<file path="src/rtl/scan_seq4_pkg.sv">
// -----------------------------------------------------------------------------
// scan_seq4_pkg
// Shared definitions for the 4-bit scan sequencer:
//   CODE_W     - width of the scan code driven to the 4-to-16 line decoder
//   state_e    - sequencer states (IDLE, RUN, DONE)
//   next_code  - modulo-2^CODE_W step up or down from a code
// -----------------------------------------------------------------------------
package scan_seq4_pkg;

    localparam int unsigned CODE_W = 4;

    typedef enum logic [1:0] {
        ST_IDLE = 2'd0,
        ST_RUN  = 2'd1,
        ST_DONE = 2'd2
    } state_e;

    // Natural overflow of the CODE_W-bit sum gives the 15->0 and 0->15 wrap.
    function automatic logic [CODE_W-1:0] next_code(
        input logic [CODE_W-1:0] code,
        input logic              up
    );
        logic [CODE_W-1:0] res;
        if (up) begin
            res = code + CODE_W'(1);
        end else begin
            res = code - CODE_W'(1);
        end
        return res;
    endfunction

endpackage : scan_seq4_pkg

</file>
<file path="src/rtl/scan_seq4_dwell_cnt.sv">
// -----------------------------------------------------------------------------
// dwell_cnt
// Down-counter that times how long each scan code is held.
// Ports:
//   clk        - rising-edge clock
//   rst_n      - asynchronous active-low reset (counter cleared to 0)
//   load_i     - load load_val_i into the counter (has priority over dec_i)
//   dec_i      - decrement by one; saturates at zero
//   load_val_i - value to load, W bits
//   zero_o     - counter currently equals zero
// -----------------------------------------------------------------------------
module dwell_cnt #(
    parameter int unsigned W = 8
) (
    input  logic         clk,
    input  logic         rst_n,
    input  logic         load_i,
    input  logic         dec_i,
    input  logic [W-1:0] load_val_i,
    output logic         zero_o
);

    logic [W-1:0] cnt_q;
    logic [W-1:0] cnt_d;

    // Next count: load beats decrement; never decrement past zero.
    always_comb begin
        cnt_d = cnt_q;
        if (load_i) begin
            cnt_d = load_val_i;
        end else if (dec_i && (cnt_q != '0)) begin
            cnt_d = cnt_q - W'(1);
        end else begin
            cnt_d = cnt_q;
        end
    end

    // Count register.
    always_ff @(posedge clk or negedge rst_n) begin
        if (!rst_n) begin
            cnt_q <= '0;
        end else begin
            cnt_q <= cnt_d;
        end
    end

    assign zero_o = (cnt_q == '0);

endmodule : dwell_cnt

</file>
<file path="src/rtl/scan_seq4.sv">
// -----------------------------------------------------------------------------
// scan_seq4
// Scan sequencer that steps a 4-bit code (a = MSB .. d = LSB) from a first to
// a last value, up or down with wrap-around, holding each code for dwell+1
// cycles. Single-pass or continuous; abortable with stop.
// Ports:
//   clk, rst_n    - clock and asynchronous active-low reset
//   start         - begin a scan (honoured in IDLE only)
//   stop          - abort a scan (honoured in RUN only)
//   dir, cont     - up/down and continuous/single-pass, latched at start
//   first, last   - scan bounds, latched at start
//   dwell         - hold time minus one per code, latched at start
//   a, b, c, d    - registered scan code, 0000 outside RUN
//   en            - code is a valid selection (RUN)
//   step          - one-cycle pulse when a new code is first presented
//   busy          - high in RUN and DONE
//   done          - one-cycle pulse when a single pass completes
// -----------------------------------------------------------------------------
module scan_seq4
    import scan_seq4_pkg::*;
#(
    parameter int unsigned DWELL_W = 8
) (
    input  logic               clk,
    input  logic               rst_n,
    input  logic               start,
    input  logic               stop,
    input  logic               dir,
    input  logic               cont,
    input  logic [CODE_W-1:0]  first,
    input  logic [CODE_W-1:0]  last,
    input  logic [DWELL_W-1:0] dwell,
    output logic               a,
    output logic               b,
    output logic               c,
    output logic               d,
    output logic               en,
    output logic               step,
    output logic               busy,
    output logic               done
);

    // FSM state and registered outputs
    state_e              state_q,  state_d;
    logic [CODE_W-1:0]   code_q,   code_d;
    logic                en_q,     en_d;
    logic                step_q,   step_d;
    logic                busy_q,   busy_d;
    logic                done_q,   done_d;

    // Configuration captured at start
    logic                dir_q,    dir_d;
    logic                cont_q,   cont_d;
    logic [CODE_W-1:0]   first_q,  first_d;
    logic [CODE_W-1:0]   last_q,   last_d;
    logic [DWELL_W-1:0]  dwell_q,  dwell_d;

    // Dwell timer control
    logic                cnt_load_s;
    logic                cnt_dec_s;
    logic [DWELL_W-1:0]  cnt_val_s;
    logic                cnt_zero_s;

    dwell_cnt #(
        .W (DWELL_W)
    ) u_dwell_cnt (
        .clk        (clk),
        .rst_n      (rst_n),
        .load_i     (cnt_load_s),
        .dec_i      (cnt_dec_s),
        .load_val_i (cnt_val_s),
        .zero_o     (cnt_zero_s)
    );

    // Next-state, next-output and dwell-timer control for the sequencer.
    always_comb begin
        state_d    = state_q;
        code_d     = code_q;
        en_d       = en_q;
        step_d     = 1'b0;
        busy_d     = busy_q;
        done_d     = 1'b0;
        dir_d      = dir_q;
        cont_d     = cont_q;
        first_d    = first_q;
        last_d     = last_q;
        dwell_d    = dwell_q;
        cnt_load_s = 1'b0;
        cnt_dec_s  = 1'b0;
        cnt_val_s  = dwell_q;

        case (state_q)
            ST_IDLE: begin
                if (start) begin
                    // Capture the whole configuration in one edge; the first
                    // code is taken straight from the inputs so it appears
                    // in the very next cycle.
                    dir_d      = dir;
                    cont_d     = cont;
                    first_d    = first;
                    last_d     = last;
                    dwell_d    = dwell;
                    cnt_load_s = 1'b1;
                    cnt_val_s  = dwell;
                    state_d    = ST_RUN;
                    code_d     = first;
                    en_d       = 1'b1;
                    step_d     = 1'b1;
                    busy_d     = 1'b1;
                end else begin
                    state_d = ST_IDLE;
                    code_d  = '0;
                    en_d    = 1'b0;
                    busy_d  = 1'b0;
                end
            end

            ST_RUN: begin
                if (stop) begin
                    // Abort wins over any advance or completion this cycle.
                    state_d = ST_IDLE;
                    code_d  = '0;
                    en_d    = 1'b0;
                    busy_d  = 1'b0;
                end else if (cnt_zero_s) begin
                    if (code_q != last_q) begin
                        code_d     = next_code(code_q, dir_q);
                        cnt_load_s = 1'b1;
                        step_d     = 1'b1;
                    end else if (cont_q) begin
                        code_d     = first_q;
                        cnt_load_s = 1'b1;
                        step_d     = 1'b1;
                    end else begin
                        state_d = ST_DONE;
                        code_d  = '0;
                        en_d    = 1'b0;
                        busy_d  = 1'b1;
                        done_d  = 1'b1;
                    end
                end else begin
                    cnt_dec_s = 1'b1;
                end
            end

            ST_DONE: begin
                state_d = ST_IDLE;
                code_d  = '0;
                en_d    = 1'b0;
                busy_d  = 1'b0;
            end

            default: begin
                state_d = ST_IDLE;
                code_d  = '0;
                en_d    = 1'b0;
                busy_d  = 1'b0;
            end
        endcase
    end

    // Sequencer state, outputs and latched configuration.
    always_ff @(posedge clk or negedge rst_n) begin
        if (!rst_n) begin
            state_q <= ST_IDLE;
            code_q  <= '0;
            en_q    <= 1'b0;
            step_q  <= 1'b0;
            busy_q  <= 1'b0;
            done_q  <= 1'b0;
            dir_q   <= 1'b0;
            cont_q  <= 1'b0;
            first_q <= '0;
            last_q  <= '0;
            dwell_q <= '0;
        end else begin
            state_q <= state_d;
            code_q  <= code_d;
            en_q    <= en_d;
            step_q  <= step_d;
            busy_q  <= busy_d;
            done_q  <= done_d;
            dir_q   <= dir_d;
            cont_q  <= cont_d;
            first_q <= first_d;
            last_q  <= last_d;
            dwell_q <= dwell_d;
        end
    end

    assign a    = code_q[3];
    assign b    = code_q[2];
    assign c    = code_q[1];
    assign d    = code_q[0];
    assign en   = en_q;
    assign step = step_q;
    assign busy = busy_q;
    assign done = done_q;

endmodule : scan_seq4

</file>
<file path="config.mk">
export PLATFORM = sky130hd
export DESIGN_NAME = scan_seq4
export DESIGN_NICKNAME = d
export VERILOG_FILES = /design/src/rtl/scan_seq4_pkg.sv /design/src/rtl/scan_seq4_dwell_cnt.sv /design/src/rtl/scan_seq4.sv
export SDC_FILE = /design/constraint.sdc
export NUM_CORES = 1
export LEC_CHECK = 0
export ABC_AREA = 0
export CORE_MARGIN = 3
export CORE_UTILIZATION = 52
export CTS_CLUSTER_DIAMETER = 60
export DETAILED_ROUTE_END_ITERATION = 10
export GPL_ROUTABILITY_DRIVEN = 0
export GPL_TIMING_DRIVEN = 0
export PLACE_DENSITY = 0.78
export SLEW_MARGIN = 20
export SYNTH_ARGS = -nofsm -noshare
export SYNTH_HDL_FRONTEND = slang
export SYNTH_SLANG_ARGS = --single-unit
</file>
<file path="constraint.sdc">
create_clock -name clk -period 2.6 [get_ports clk]
set_clock_uncertainty 0.05 [all_clocks]
set_input_delay 0.52 -clock clk [delete_from_list [all_inputs] [get_ports clk]]
set_output_delay 0.52 -clock clk [all_outputs]
set_load 0.02 [all_outputs]
</file>
# Yosys cells after proc, flatten, opt, wreduce, memory -nomap -nowiden
# Cells that the tools add are included.
totals:
  ff_bits: 36
  inputBits: 22
  output_inout_bits: 8
  wordCells: 68
classes:
  addsub: 3
  n_eq_ne: 5
  muxes: 41
  n_reduce_logical: 7
op_table:
  columns: ["cell", "count"]
  rows:
  - ["$mux W8", 4]
  - ["$mux W4", 6]
  - ["$mux W1", 22]
  - ["$ne A3 B3 Y1 const B", 3]
  - ["$logic_not A8 Y1", 1]
  - ["$mux W2", 4]
  - ["$pmux W4 S2", 1]
  - ["$reduce_bool A8 Y1", 1]
  - ["$sub A8 B1 Y8 const B", 1]
  - ["$pmux W1 S2", 3]
  - ["$add A4 B1 Y4 const B", 1]
  - ["$ne A4 B4 Y1", 1]
  - ["$pmux W2 S2", 1]
  - ["$sub A4 B1 Y4 const B", 1]
  - ["$reduce_and A3 Y1", 1]
  - ["$eq A2 B1 Y1 const B", 1]
  - ["$logic_not A2 Y1", 1]
  - ["$reduce_and A2 Y1", 1]
  - ["$reduce_bool A2 Y1", 1]
  - ["$logic_and A1 B1 Y1", 1]

# Longest topological paths before layout
logic_depth:
  word_depth: 7
  ltp_mapped: 8
  mapped_depth_nobuf: 7

# Cells and area by module
# From an unflattened synthesis, not the netlist that was laid out.
hier_totals:
  cells_unflattened: 198
  area_unflattened_um2: 1823.0
by_module_without_submodules:
  columns: ["mod", "instances", "cells_each", "area_each_um2", "seq_area_each_um2"]
  rows:
  - ["scan_seq4", 1, 140, 1295.0, 675.6]
  - ["dwell_cnt", 1, 58, 528.0, 200.2]

# Least setup slack after synthesis
# Ideal clock, no wire load.
synth_timing:
  path_type: "input port to flip-flop"
  startpoint: "input stop"
  endpoint: "register u_dwell_cnt.cnt_q[1]"
  setup_ns: 0.125
  arrival_time_ns: 1.909
  required_ns: 2.425
  setup_slack_ns: 0.517
  cell_stages: 5
  path_buffers: 0
  cell_sequence: "nor3b_1 -> a31oi_1 -> a21oi_4 -> mux2_2 -> mux2_2"
synth_via:
  elab_chain_cells: 4
  elab_cells_between_ends: 7
  cone_classes: "5 x mux; 2 x reduce/logical"
synth_rtl:
  columns: ["item", "line", "text"]
  rows:
  - ["start: declaration", "scan_seq4.sv:27", "input logic stop,"]
  - ["$mux W1", "scan_seq4.sv:119", "if (stop) begin"]
  - ["$mux W1", "scan_seq4.sv:92", "case (state_q)"]
  - ["$logic_and A1 B1 Y1", "scan_seq4_dwell_cnt.sv:31", "end else if (dec_i && (cnt_q != '0)) begin"]
  - ["$reduce_bool A2 Y1 (no line)", null, null]
  - ["end signal: assignment", "scan_seq4_dwell_cnt.sv:43", "cnt_q <= cnt_d;"]
  - ["end: declaration", "scan_seq4_dwell_cnt.sv:23", "logic [W-1:0] cnt_q;"]
# Several ways; a longest one is shown, not always the timed one.
# A chain may end at the register's enable or synchronous reset.

# Worst setup path in the final report
# Ends and elaborated chain as after synthesis.

==> out/qor.yml <==
fin_crit_ns: 2.259
path_class: "primary input to register"
design_area_um2: 2265
synthesis.area_um2: 1823
via_per_inst: 5.588
grt_max_degree: 19
drtIter0Drc: 45
die_w_um: 65.21
timing.fmax_mhz: 442.7
postCtsSetupRepairBufs: 0
grt_pass1_wl_um: 6844
route.detailed.drc: 0
crit_required_ns: 2.79
avgSynthCellArea_um2: 10.42
timing.final.crit_share_pct: 86.88
combPwrFrac_pct: 35.8
start_util_pct: 56.91
finalCoreUtilization_pct: 70.70
wl_per_cell_um: 15.52
p_per_area_nw_per_um2: 794.4
slew_violations: 0
antenna_cells: 0
start_kind: "primary input"
finalSetupViolCount: 0
outcome: "completed"
p_int_uw: 1175
slew_headroom_pct: 68.48
drive_above_1_share_pct: 15.49
htreeDepth: 2
ff_latch_area_um2: 875.8
die_area_um2: 4252
grt-ovfl-total: 0
pwr-share-seq_pct: 45.0
synth.yosys.seq_area_share_pct: 48.04
fillers: 265
ys_ff_latch: 35
end_kind: "register"
cts_max_path_buffers: 2
arrival_ns: 2.45
clkPwrFrac_pct: 19.2
cts_tree: "yes"
num_rows: 20
dp_hpwl_um: 2949
rsz0062_at_grt: "no"
clkLatencyLatePin_ns: 0.35
fin_nets: 238
peakVddDrop_mv: 0.4337
wl_um: 3989
postSynthCellCount: 175
startpoint: "stop"
num_vias: 1436
die_height_um: 65.21
syn_nets: 201
synth.distinct_cells: 43
synth.yosys.warnings: 0
multi_input_area_um2: 858.3
grt.total_usage_pct: 21.21
ant_nets: 0
p_leak_uw: 0.001006
p_switching_uw: 624.4
tightest_slew_ns: 0.4729
antenna_found_initial: 0
setup_tns_ns: 0
cap_violations: 0
io_pins: 30
switching_share_pct: 34.71
min_path_type: "primary input to asynchronous set/reset pin"
area_growth_pct: 24.23
core_area_um2: 3203
whs_ns: 0.05225
reg2reg_from: "u_dwell_cnt.cnt_q[0]"
grt_pass1_vias: 1461
hold_viol: 0
root_buffer: "clkbuf_4"
path_clk_slew_ns: 0.11
first_pass_iters: 4
io_buffer_count: 29
cp_max_fo: 6
clock_sinks: 35
placed_area_um2: 2191
cts_buffers: 5
## placed cells by master, fill, tap and decap left out, types with 2 or more instances in the layout
master and count:
inv_1 10, nor4_1 2, xnor2_1 6, buf_6 4, o21ai_0 3, ha_1 3
clkdlybuf4s50_1 28, mux2_2 11, a21oi_1 2, clkbuf_1 4, o22ai_1 5, nor3_1 5
a22oi_1 2, clkbuf_8 2, dfrtp_1 35, mux2i_1 6, nor2_1 6, a31oi_1 3
a22o_2 2, a22o_1 2, a211oi_1 3, clkbuf_4 5, nand2_1 37, nor2b_1 2
## state kept, by name (all words and copies together), names as in the netlist
register,count
first_q,4
dwell_q,8
done,1
step,1
last_q,4
busy,1
en,1
cont_q,1
u_dwell_cnt.cnt_q,8
dir_q,1
state_q,1
code_q,4
## layer usage
layer | track usage [%] | share of wire [%] | up-vias
met1 | 26.79 | 43 | 708
met3 | 6.325 | 4.1 | 7
met5 | 0 | 0 | -
met4 | 7.513 | 1.4 | 0
li1 | - | - | 690
met2 | 34.51 | 51 | 31
## final cells by class
type,instances,area share [%]
multi-input cells,123,37.90
repair buffers,30,13.81
inverters,10,1.657
well taps,44,2.431
flip-flops and latches,35,38.67
plain buffers,7,2.486
clock buffers,8,3.039
## what timing repair did
item,4_1_cts,5_1_grt
resized for setup,0,1
hold buffers,0,0
setup endpoints to repair,0,1
## synth_stat cells
| master | n | area share (%) |
|---|---|---|
| xor2_1 | 1 | 0.48 |
| a211oi_1 | 3 | 1.2 |
| nand2_1 | 37 | 7.6 |
| and3_1 | 1 | 0.34 |
| a31oi_1 | 3 | 1.0 |
| o22ai_1 | 5 | 1.7 |
| o31ai_1 | 1 | 0.41 |
| nand3_1 | 1 | 0.27 |
| xnor2_1 | 6 | 2.9 |
| fa_1 | 1 | 1.1 |
| nor2_1 | 6 | 1.2 |
| dfrtp_1 | 35 | 48 |
| buf_6 | 4 | 2.5 |
| o21ai_2 | 1 | 0.48 |
| a21oi_4 | 1 | 0.89 |
| a32o_1 | 1 | 0.55 |
| nor3_1 | 5 | 1.4 |
| or3_4 | 1 | 0.62 |
| or3b_2 | 1 | 0.48 |
| nand2b_1 | 1 | 0.34 |
| nor2b_1 | 2 | 0.69 |
| or4_1 | 1 | 0.41 |
| nor4b_4 | 1 | 1.3 |
| a21o_1 | 1 | 0.41 |
| ha_1 | 3 | 2.1 |
| a22o_1 | 2 | 0.96 |
| a22oi_1 | 2 | 0.82 |
| o31a_1 | 1 | 0.48 |
| nor3b_1 | 2 | 0.82 |
| inv_1 | 10 | 2.1 |
| a21oi_1 | 2 | 0.55 |
| a221oi_1 | 1 | 0.48 |
| mux2_2 | 11 | 6.8 |
| and4_1 | 1 | 0.48 |
| and2b_2 | 1 | 0.48 |
| mux2i_1 | 6 | 3.3 |
| o21ai_0 | 3 | 0.82 |
| clkbuf_1 | 3 | 0.62 |
| nand4_1 | 1 | 0.34 |
| or3_1 | 1 | 0.34 |
| a22o_2 | 2 | 1.1 |
| nor4_1 | 2 | 0.69 |
| o21bai_1 | 1 | 0.41 |
## worst max-delay path: stages
cell and delay (ns):
clkdlybuf4s50_1 0.45, nor3b_2 0.41, a31oi_1 0.19, a21oi_4 0.25
mux2_2 0.36, mux2_2 0.26
## stage by stage
| stage | worst slack [ns] | instances | power (uW) |
|---|---|---|---|
| final | 0.3411 | 257 | 1799 |
| after global routing | 0.1866 | 257 | 1927 |
| after CTS | 0.09809 | 257 | 1807 |
| after detailed placement | -0.2570 | 249 | 1461 |
| after global placement | -0.1898 | 248 | 1421 |
| after floorplan | 0.5166 | 175 | 1257 |
## final timing paths
kind	end	slack [ns]	depth (start not counted)
min reg2reg	first_q[0]	0.43	2
min in group clk	first_q[0]	0.43	2
min	dir_q	0.05	1
max	u_dwell_cnt.cnt_q[1]	0.34	6
max in group asynchronous	u_dwell_cnt.cnt_q[3]	1.99	2
max reg2reg	u_dwell_cnt.cnt_q[1]	0.38	7
## cells by family after synthesis
logic type               after synthesis  share of synthesized area [%]
AND/OR/NAND/NOR                       65                          17.84
flip-flops                            35                          48.04
AO/OA/AOI/OAI                         30                          12.35
buffers and inverters                 17                          5.148
multiplexers                          17                          10.09
XOR/XNOR                               7                          3.363
adder cells (fa/ha/maj)                4                          3.157
## power groups by stage
stage	sequential (uW)	combinational [uW]	clock (uW)
6_report	810	644	345
5_1_grt	831	718	377
4_1_cts	808	648	351
3_5_place_dp	819	642	0
3_3_place_gp	808	613	0
2_1_floorplan	812	445	0
(Power assumes the default switching activity.)
==> patch, RTL diff (config.mk and constraints unchanged) <==
The parameter `DWELL_W` goes from 8 to 9.
--- a/src/rtl/scan_seq4.sv
+++ b/src/rtl/scan_seq4.sv
@@ -20,5 +20,5 @@
     import scan_seq4_pkg::*;
 #(
-    parameter int unsigned DWELL_W = 8
+    parameter int unsigned DWELL_W = 9
 ) (
     input  logic               clk,
Ports: changed (resized dwell); port bits go from 30 to 31. The function was not compared with the original's and may differ.
==> patch against the original RTL <==
Total power is 21% higher. Register-to-register slack better by 30 ps. Hold slack improved by 25 ps. Critical path type unchanged. Non-clock buffer count unchanged. Largest cell class unchanged. Sequential cell count rose by 2. Largest power group unchanged. Area after synthesis grew 4.9%. Global-route usage is 1.1 points higher. Fmax fell by 0.75%. Clock power grew 51%. Setup slack got worse by 17 ps. Wire length increased by 9.9%. Final area rose by 6.5%. Critical path depth rose by 2.
==> patch: results (changes against the original RTL) <==
OUTCOME
-----------------------------------------------------------------------------------------------
Status                                                                             complete, no violations

SETUP PATH
-----------------------------------------------------------------------------------------------
Critical Path AT                                                                        2410 ps   -40 ps
Max FO, Critical Path                                                                         8   +2
Slowest stage delay, CP                                                                  430 ps   -20 ps
Kind of cell adding the most delay to the critical path                            buffers and inverters

CLOCKING
-----------------------------------------------------------------------------------------------
Clock input transition at the sequential cells of the worst setup and hold paths          70 ps   -40 ps
Clk Latency, worst-skew pair                                                             290 ps   -60 ps
Root buffer cell                                                                       clkbuf_8

PLACE
-----------------------------------------------------------------------------------------------
Hpwl dp                                                                                 3250 µm   +10%
Worst setup slack before clock tree synthesis                                           41.1 ps   +298 ps
Count of buffers inserted at the top-level ports                                             30   +3.4%

POWER
-----------------------------------------------------------------------------------------------
Part of the power in combinational logic                                                  35.2%   -0.6 points
Sw Ratio                                                                                  35.2%   +0.45 points
Worst ir drop on vdd                                                                     544 µV   +25%

TIMING
-----------------------------------------------------------------------------------------------
Least-Margin Pin Slew                                                                    539 ps   +66.0 ps

YOSYS
-----------------------------------------------------------------------------------------------
Xor-xnor portion of the synthesized cell area                                             3.66%   +0.30 points
Compound-gate portion of the synthesized area                                             14.5%   +2.2 points
Area contributors post-synth                                                       dfrtp_1 48%, nand2_1 8.4%, mux2_2 4.1%
Commonest cells in the netlist                                                     43 x nand2_1, 37 x dfrtp_1, 13 x nor2_1
Nets in the synthesized netlist                                                             218   +8.5%
Sequential share of the synthesized area                                                  48.4%   +0.39 points
Adder and majority cell fraction of the synthesized area                                  3.01%   -0.15 points
Post-synth cell types                                                                        45   +4.7%

ROUTING
-----------------------------------------------------------------------------------------------
Met2 wire len                                                                           2100 µm   +3.0%
WL met3                                                                                  365 µm   +120%
Initial DRC Count                                                                           133   +200%
Routed vias                                                                                1555   +8.3%
Wirelength, routed                                                                      4380 µm   +9.9%

LAYOUT
-----------------------------------------------------------------------------------------------
Largest registers ranked by flip-flop count                                        dwell_q: 9 flops, u_dwell_cnt.cnt_q: 9 flops
Final nets                                                                                  256   +7.6%
Fraction of final layout cells sized beyond drive strength 1                              14.8%   -0.71 points

GLOBAL ROUTING
-----------------------------------------------------------------------------------------------
Total routing usage reported by global routing                                            22.3%   +1.1 points
Number of global-route vias before repair                                                  1543   +5.6%

[patch: cell types whose count changed after synthesis, moves of 4 or more]
cell       unedited run  this run
nor2_1                6        13
nand2_1              37        43
a21oi_1               2         7
xor2_1                1         6
mux2_2               11         7
o2bb2ai_1             0         4
xnor2_1               6         2
[patch: final timing paths]
path,to,startpoint,depth (start not counted),slack [ps]
hold reg to reg,dwell_q[0]$_DFF_PN0_,dwell_q[0]$_DFF_PN0_,2,430
min in group clk,dwell_q[0]$_DFF_PN0_,dwell_q[0]$_DFF_PN0_,2,430
setup reg to reg,u_dwell_cnt.cnt_q[3]$_DFFE_PN0P_,u_dwell_cnt.cnt_q[0]$_DFFE_PN0P_,9,410
setup / recovery,u_dwell_cnt.cnt_q[3]$_DFFE_PN0P_,stop,8,320
max in group asynchronous,dwell_q[6]$_DFF_PN0_,rst_n,2,1990
hold / removal,cont_q$_DFFE_PN0P_,rst_n,1,80
[patch: cell type report]
type,count,area [µm²],area share [%]
Buffer,6,43.8,1.82
Tap cell,46,57.6,2.39
Sequential cell,37,926,38.4
Inverter,11,41.3,1.71
Multi-Input combinational cell,137,901,37.3
Clock inverter,2,37.5,1.56
Timing Repair Buffer,31,323,13.4
Clock buffer,6,82.6,3.42
[patch: metrics by stage]
step | power, mW | cell area [µm²] | utilization [%] | instances | hold slack (ps)
floorplan | 1.40 | 1910 | - | 191 | 174
global placement | 1.61 | 2270 | 65.9 | 267 | 409
detailed placement | 1.64 | 2290 | 66.6 | 268 | 399
CTS | 2.17 | 2410 | 70.1 | 276 | 82.1
global route | 2.31 | 2410 | 70.1 | 276 | 94.7
finish | 2.17 | 2410 | 70.1 | 276 | 77.6
[patch: metal layers]
metal  global-route usage (%)  vias up
met5                        0        -
met4                     7.87        0
met3                     3.54        6
met2                     34.9       68
met1                     31.3      740
li1                         -      741
